File: src/rtl/regfile_wb_arbiter.sv
// regfile_wb_arbiter
//
// Shares the single register-file write port among NUM_REQ writeback sources
// (ALU, load unit, mul/div, ...) using round-robin arbitration. The granted
// write is registered onto reg_write/WB_rd_addr/WB_rd_data one cycle after the
// grant. A pending-write scoreboard reports read-after-write hazards to decode.
//
// Optional feature macro: REGFILE_WB_BYPASS_EN
//   When defined, the registered write is forwarded to decode through
//   rs1_fwd_*/rs2_fwd_*, and rsN_busy is masked during that write cycle.
//
// Ports
//   clk, rst            clock; asynchronous active-low reset
//   req_valid/req_ready per-requester handshake (ready is a one-hot grant)
//   req_addr/req_data   packed per-requester payload, slice i = [i*W +: W]
//   issue_valid/rd      decode issues an instruction that writes issue_rd
//   rs1/rs2_addr, busy  decode source operands and their hazard flags
//   reg_write, WB_rd_*  registered register-file write port
//   rs1/rs2_fwd_*       forwarded write data (REGFILE_WB_BYPASS_EN only)
module regfile_wb_arbiter #(
  parameter int NUM_REQ = 3,
  parameter int DATA_W  = 32,
  parameter int ADDR_W  = 5
) (
  input  logic                      clk,
  input  logic                      rst,
  input  logic [NUM_REQ-1:0]        req_valid,
  output logic [NUM_REQ-1:0]        req_ready,
  input  logic [NUM_REQ*ADDR_W-1:0] req_addr,
  input  logic [NUM_REQ*DATA_W-1:0] req_data,
  input  logic                      issue_valid,
  input  logic [ADDR_W-1:0]         issue_rd,
  input  logic [ADDR_W-1:0]         rs1_addr,
  input  logic [ADDR_W-1:0]         rs2_addr,
  output logic                      rs1_busy,
  output logic                      rs2_busy,
  output logic                      reg_write,
  output logic [ADDR_W-1:0]         WB_rd_addr,
  output logic [DATA_W-1:0]         WB_rd_data
`ifdef REGFILE_WB_BYPASS_EN
  ,
  output logic                      rs1_fwd_valid,
  output logic                      rs2_fwd_valid,
  output logic [DATA_W-1:0]         rs1_fwd_data,
  output logic [DATA_W-1:0]         rs2_fwd_data
`endif
);

  localparam int NumRegs = 2 ** ADDR_W;
  localparam int PtrW    = (NUM_REQ > 1) ? $clog2(NUM_REQ) : 1;

  logic [PtrW-1:0]    rr_ptr_q, rr_ptr_d;
  logic               grant_any;
  logic [PtrW-1:0]    grant_idx;
  logic [ADDR_W-1:0]  grant_addr;
  logic [DATA_W-1:0]  grant_data;
  logic [NumRegs-1:0] pending_q, pending_d;

  // Round-robin search starting at rr_ptr; the first valid requester wins.
  always_comb begin
    int idx;
    req_ready = '0;
    grant_any = 1'b0;
    grant_idx = '0;
    for (int i = 0; i < NUM_REQ; i++) begin
      idx = (int'(rr_ptr_q) + i) % NUM_REQ;
      if (!grant_any && req_valid[idx]) begin
        grant_any = 1'b1;
        grant_idx = PtrW'(idx);
      end
    end
    if (grant_any) begin
      req_ready[grant_idx] = 1'b1;
    end
  end

  assign grant_addr = req_addr[int'(grant_idx)*ADDR_W +: ADDR_W];
  assign grant_data = req_data[int'(grant_idx)*DATA_W +: DATA_W];

  always_comb begin
    rr_ptr_d = rr_ptr_q;
    if (grant_any) begin
      rr_ptr_d = (int'(grant_idx) == NUM_REQ - 1) ? '0 : grant_idx + PtrW'(1);
    end
  end

  // Clear for the retiring write first, then set for the new producer so that
  // a same-cycle set on the same register wins.
  always_comb begin
    pending_d = pending_q;
    if (reg_write) begin
      pending_d[WB_rd_addr] = 1'b0;
    end
    if (issue_valid && (issue_rd != '0)) begin
      pending_d[issue_rd] = 1'b1;
    end
    pending_d[0] = 1'b0;
  end

  always_ff @(posedge clk or negedge rst) begin
    if (!rst) begin
      rr_ptr_q   <= '0;
      pending_q  <= '0;
      reg_write  <= 1'b0;
      WB_rd_addr <= '0;
      WB_rd_data <= '0;
    end else begin
      rr_ptr_q  <= rr_ptr_d;
      pending_q <= pending_d;
      // A grant to x0 completes the handshake but never writes.
      reg_write <= grant_any && (grant_addr != '0);
      if (grant_any) begin
        WB_rd_addr <= grant_addr;
        WB_rd_data <= grant_data;
      end
    end
  end

`ifdef REGFILE_WB_BYPASS_EN
  assign rs1_fwd_valid = reg_write && (WB_rd_addr == rs1_addr) && (rs1_addr != '0);
  assign rs2_fwd_valid = reg_write && (WB_rd_addr == rs2_addr) && (rs2_addr != '0);
  assign rs1_fwd_data  = WB_rd_data;
  assign rs2_fwd_data  = WB_rd_data;
  assign rs1_busy      = pending_q[rs1_addr] && !rs1_fwd_valid;
  assign rs2_busy      = pending_q[rs2_addr] && !rs2_fwd_valid;
`else
  // pending_q[0] is never set, so a zero source address is never busy.
  assign rs1_busy = pending_q[rs1_addr];
  assign rs2_busy = pending_q[rs2_addr];
`endif

endmodule

File: config.mk
export PLATFORM = sky130hd
export DESIGN_NAME = regfile_wb_arbiter
export DESIGN_NICKNAME = d
export VERILOG_FILES = /design/src/rtl/regfile_wb_arbiter.sv
export SDC_FILE = /design/constraint.sdc
export NUM_CORES = 1
export LEC_CHECK = 0
export CORE_ASPECT_RATIO = 1.4
export CORE_MARGIN = 3
export CORE_UTILIZATION = 44
export DETAILED_ROUTE_END_ITERATION = 8
export PLACE_DENSITY_LB_ADDON = 0.12
export SYNTH_ARGS = -nofsm -noshare
export SYNTH_HDL_FRONTEND = slang
export SYNTH_SLANG_ARGS = --single-unit
File: constraint.sdc
create_clock -name clk -period 3.3 [get_ports clk]
set_clock_uncertainty 0.2 [all_clocks]
set_input_delay 0.495 -clock clk [delete_from_list [all_inputs] [get_ports clk]]
set_output_delay 0.495 -clock clk [all_outputs]
set_load 0.02 [all_outputs]
Word level (Yosys, flattened, before mapping)
Cells that the tools add are included.
{"block": "word_totals", "reg_bits": 71, "in_bits": 132, "output_inout_bits": 43, "elab_cells": 69}
{"block": "op_classes", "addsub": 3, "n_mul": 1, "div": 3, "order_cmp": 11, "n_eq_ne": 1, "shift": 2, "mux": 29, "bitwise_logic": 3, "n_reduce_logical": 11}
{"cell": "$lt 32x4->1 const B", "count": 3}
{"cell": "$shiftx 96x8->32", "count": 1}
{"cell": "$mod 32x3->32 const B", "count": 2}
{"cell": "$mux 32", "count": 2}
{"cell": "$and 32x32->32", "count": 1}
{"cell": "$mod 3x3->32 const B", "count": 1}
{"cell": "$not 32->32", "count": 1}
{"cell": "$or 32x32->32", "count": 1}
{"cell": "$lt 5x6->1 const B", "count": 4}
{"cell": "$shiftx 15x6->5", "count": 1}
{"cell": "$mux 1", "count": 14}
{"cell": "$bmux 1 s5", "count": 2}
{"cell": "$demux 1 s5", "count": 2}
{"cell": "$ge 5x1->1 const B", "count": 2}
{"cell": "$reduce_bool 5->1", "count": 2}
{"cell": "$mux 2", "count": 4}
{"cell": "$logic_and 1x1->1", "count": 7}
{"cell": "$bmux 1 s2", "count": 3}
{"cell": "$mul 2x3->5 const B", "count": 1}
{"cell": "$add 2x1->3 const B", "count": 1}
{"cell": "$add 2x2->3 const B", "count": 1}
{"cell": "$lt 2x3->1 const B", "count": 1}
{"cell": "$mux 3", "count": 1}
{"cell": "$add 2x1->2 const B", "count": 1}
{"cell": "4 further kinds", "count": 5}

Longest topological paths before layout
{"block": "logic_depth", "ltp_word": 16, "depth_mapped": 13, "ltp_nobuf": 10}

Worst setup path before layout
Ideal clock, no wire load.
{"block": "synth_path", "kind": "reg-to-output", "from": "register rr_ptr_q[1]", "to": "output port req_ready[0]", "arrival_time_ns": 2.026, "t_required_ns": 2.605, "setup_slack_ns": 0.579, "path_stages_with_launch": 11, "cell_sequence": "dfrtp_1 > inv_1 > ha_1 > mux2i_1 > nor2_1 > o221ai_1 > and2_1 > buf_2 > buf_4 > buf_2 > and3_1"}
{"block": "synth_via", "elab_chain_cells": 16}
{"item": "from (decl)", "line_no": "52", "text": "logic [PtrW-1:0] rr_ptr_q, rr_ptr_d;"}
{"item": "from (signal assigned)", "line_no": "108", "text": "rr_ptr_q <= rr_ptr_d;"}
{"item": "branches (longest 15 deep; another with $mod 32x3->32)"}
{"item": "$mux 3 (*)", "line_no": "72", "text": "if (grant_any) begin"}
{"item": "to (decl)", "line_no": "28", "text": "output logic [NUM_REQ-1:0] req_ready,"}
Mark *: on every way between the ends. The select of a mux whose other input is x is not followed.

Worst setup path in the final report
{"block": "layout_path", "from": "input port rs1_addr[0]", "to": "output port rs1_busy"}
{"block": "layout_via", "elab_chain_cells": 2}
{"item": "from (decl)", "line_no": "33", "text": "input logic [ADDR_W-1:0] rs1_addr,"}
{"item": "$bmux 1 s5", "line_no": "128", "text": "assign rs1_busy = pending_q[rs1_addr];"}
{"item": "$mux 1 (not written as such)", "line_no": "128"}
{"item": "to (decl)", "line_no": "35", "text": "output logic rs1_busy,"}
No other way between the ends. The select of a mux whose other input is x is not followed.

==> results.yml <==
timing:
  slew_headroom: 0.654
  fin_crit_sh: 0.979
  hold_viol_final: 0
  hold_ws_ns: 0.271
  worstMarginPinSlew_ns: 0.519
  period_minus_slack_ns: 3.23
  report.final.slew_viol_count: 0
  finalSetupViolations: 0
  max_freq_mhz: 309
  rsz0062_at_grt: "no"
placed_design:
  io_buffer_count: 174
  postPlaceCellArea_um2: 6260
  gp_congestion: 1.04
  dp.final_hpwl_mm: 10.5
power:
  clkPwrFrac: 0.141
  sw_frac_of_total: 0.416
  ir_drop_mv: 0.599
  pwr-share-seq: 0.257
  p_int_mw: 3.98
  power.switching_mw: 2.83
  power_density_nw_per_um2: 1030
  leakage_nw: 2.84
  combinationalPowerShare: 0.603
cts:
  cts_made_buffers: 9
  clock_latency_ns: 0.33
  htreeDepth: 3
  cts_root_buf: "clkbuf_16"
  post-cts-setup-buffers: 0
  cts.clk_slew.worst_paths_ns: 0.05
  tritoncts: "done"
  cts_sinks: 71
  clk_path_buf_depth: 2
worst_hold_path:
  min_path_type: "register to register"
route:
  drc_errors: 0
  first_iter_violations: 211
  drt-total-wl_mm: 13.2
  first_pass_iters: 4
  dr_total_vias: 4127
  antenna_left: 0
  wl_per_cell_um: 18.1
  post_drt_via_cell_ratio: 5.66
logic_synthesis:
  avgSynthCellArea_um2: 10.5
  async_flop_share: 1.00
  syn-num-nets: 549
  synth_cells: 413
  synth_area_um2: 4320
  yosys_warnings: 0
  synth_edf_count: 0
  synth_ff_type: "dfrtp_1"
  synth_cell_types: 42
  yosysSeqAreaShare: 0.411
  ys_seq_elements: 71
worst_setup_path:
  critPathRequiredTime_ns: 2.60
  worstSetupEndpointType: "primary output"
  crit_type: "primary input to primary output"
  arrival_ns: 2.54
  worst_setup_path_start_kind: "primary input"
  crit_fanout: 9
floorplanning:
  core.rowCount: 42
  die_area_um2: 11100
  fp.coreArea_um2: 9510
  start_util: 0.454
  pin_count: 175
  die_w_um: 89.7
  die_y_um: 123
global_routing:
  grt_pass1_vias: 4197
  grt_max_degree: 76
  track_usage: 0.241
  grt_pass1_wl_mm: 21.0
  antenna_found_initial: 0
  grt_overflow_total: 0
finish:
  final_area_um2: 6590
  multiInputGateArea_um2: 2370
  layout_common_cells: "clkdlybuf4s50_1, dfrtp_1, o21ai_0"
  fin_util: 0.692
  ff_latch_area_um2: 1780
  num_antenna_cells: 0
  layout-drive-gt1-share: 0.136
  layout.nets: 728
  syn_to_final_growth_pct: 52.5
  layout_commonest_cell: "clkdlybuf4s50_1"
  fillers: 762
outcome:
  outcome: "finished clean"
flow_run:
  max-cap-violations: 0
[worst max-delay path: stages]
cell and delay [ns]:
clkdlybuf4s50_1 0.51, buf_12 0.15, mux4_2 0.49, mux4_2 0.47
mux2_2 0.27, buf_2 0.16
[power by group through the flow]
| stage | registers, mW | clock network [mW] | logic [mW] |
|---|---|---|---|
| after detailed placement | 1.74 | 0 | 4.14 |
| after floorplan | 1.90 | 0 | 2.55 |
| after global routing | 1.80 | 1.01 | 4.47 |
| after global placement | 1.73 | 0 | 4.06 |
| final | 1.75 | 0.959 | 4.10 |
| after CTS | 1.74 | 0.972 | 4.15 |
[synthesized netlist by cell type, drive strengths merged, types with 6 or more instances]
cell type,number,area share
a21o,32,0.056
nor2,35,0.031
inv,6,0.0052
o21ai,72,0.083
a211oi,30,0.052
mux4,18,0.094
dfrtp,71,0.41
mux2,8,0.023
mux2i,36,0.083
or3,6,0.0087
nand3b,9,0.016
nand2,15,0.013
nand3,12,0.014
buf,21,0.036
clkbuf,6,0.0052
[flip-flops by register name (all words and copies together) (netlist names)]
signal,count
WB_rd_data,32
WB_rd_addr,5
rr_ptr_q,2
reg_write,1
pending_q,31
[logic make-up after synthesis]
| group | share of synthesized area |
|---|---|
| simple gates | 0.109 |
| buf+inv | 0.0466 |
| fa+ha+maj | 0.0116 |
| mux | 0.201 |
| flops | 0.411 |
| compound gates | 0.220 |
[stage by stage]
| step | power (mW) | TNS [ns] | instances | setup WS, ns |
|---|---|---|---|---|
| 2_1_floorplan | 4.45 | 0 | 413 | 0.579 |
| 6_report | 6.81 | 0 | 729 | 0.0680 |
| 3_5_place_dp | 5.88 | -0.655 | 712 | -0.343 |
| 4_1_cts | 6.86 | 0 | 729 | 0.0385 |
| 3_3_place_gp | 5.79 | -0.590 | 712 | -0.296 |
| 5_1_grt | 7.27 | 0 | 729 | 0.00376 |
[metal layers]
layer,global-route usage,vias to the layer above,wire [µm]
met5,0,-,0
met4,0.113,0,378
met3,0.0858,33,1250
met2,0.442,209,6950
met1,0.246,1973,4640
li1,-,1912,-
[final timing paths]
check,start,to,slack [ns],cells past startpoint
max in group asynchronous,rst,WB_rd_addr[0]$_DFFE_PN0P_,1.69,3
setup reg to reg,rr_ptr_q[1]$_DFFE_PN0P_,reg_write$_DFF_PN0_,0.45,12
min in group asynchronous,rst,pending_q[3]$_DFF_PN0_,0.48,2
hold / removal,WB_rd_data[21]$_DFFE_PN0P_,WB_rd_data[21]$_DFFE_PN0P_,0.27,1
setup / recovery,rs1_addr[0],rs1_busy,0.07,6
hold reg to reg,WB_rd_data[21]$_DFFE_PN0P_,WB_rd_data[21]$_DFFE_PN0P_,0.27,1
[layout make-up]
type | instances | share of cell area
inverter | 6 | 0.00342
clock inverter | 7 | 0.0110
multi-input combinational | 309 | 0.359
timing repair buffer | 195 | 0.297
sequential | 71 | 0.270
tap | 132 | 0.0251
clock buffer | 9 | 0.0342
[repair_timing]
item / 4_1_cts / 5_1_grt
endpoints found under the hold margin: 22 / 0
endpoints found under the setup margin: 4 / 3
hold buffers: 1 / 0
gates resized for setup: 14 / 3
Note: power is estimated with default switching activity, not from simulation.
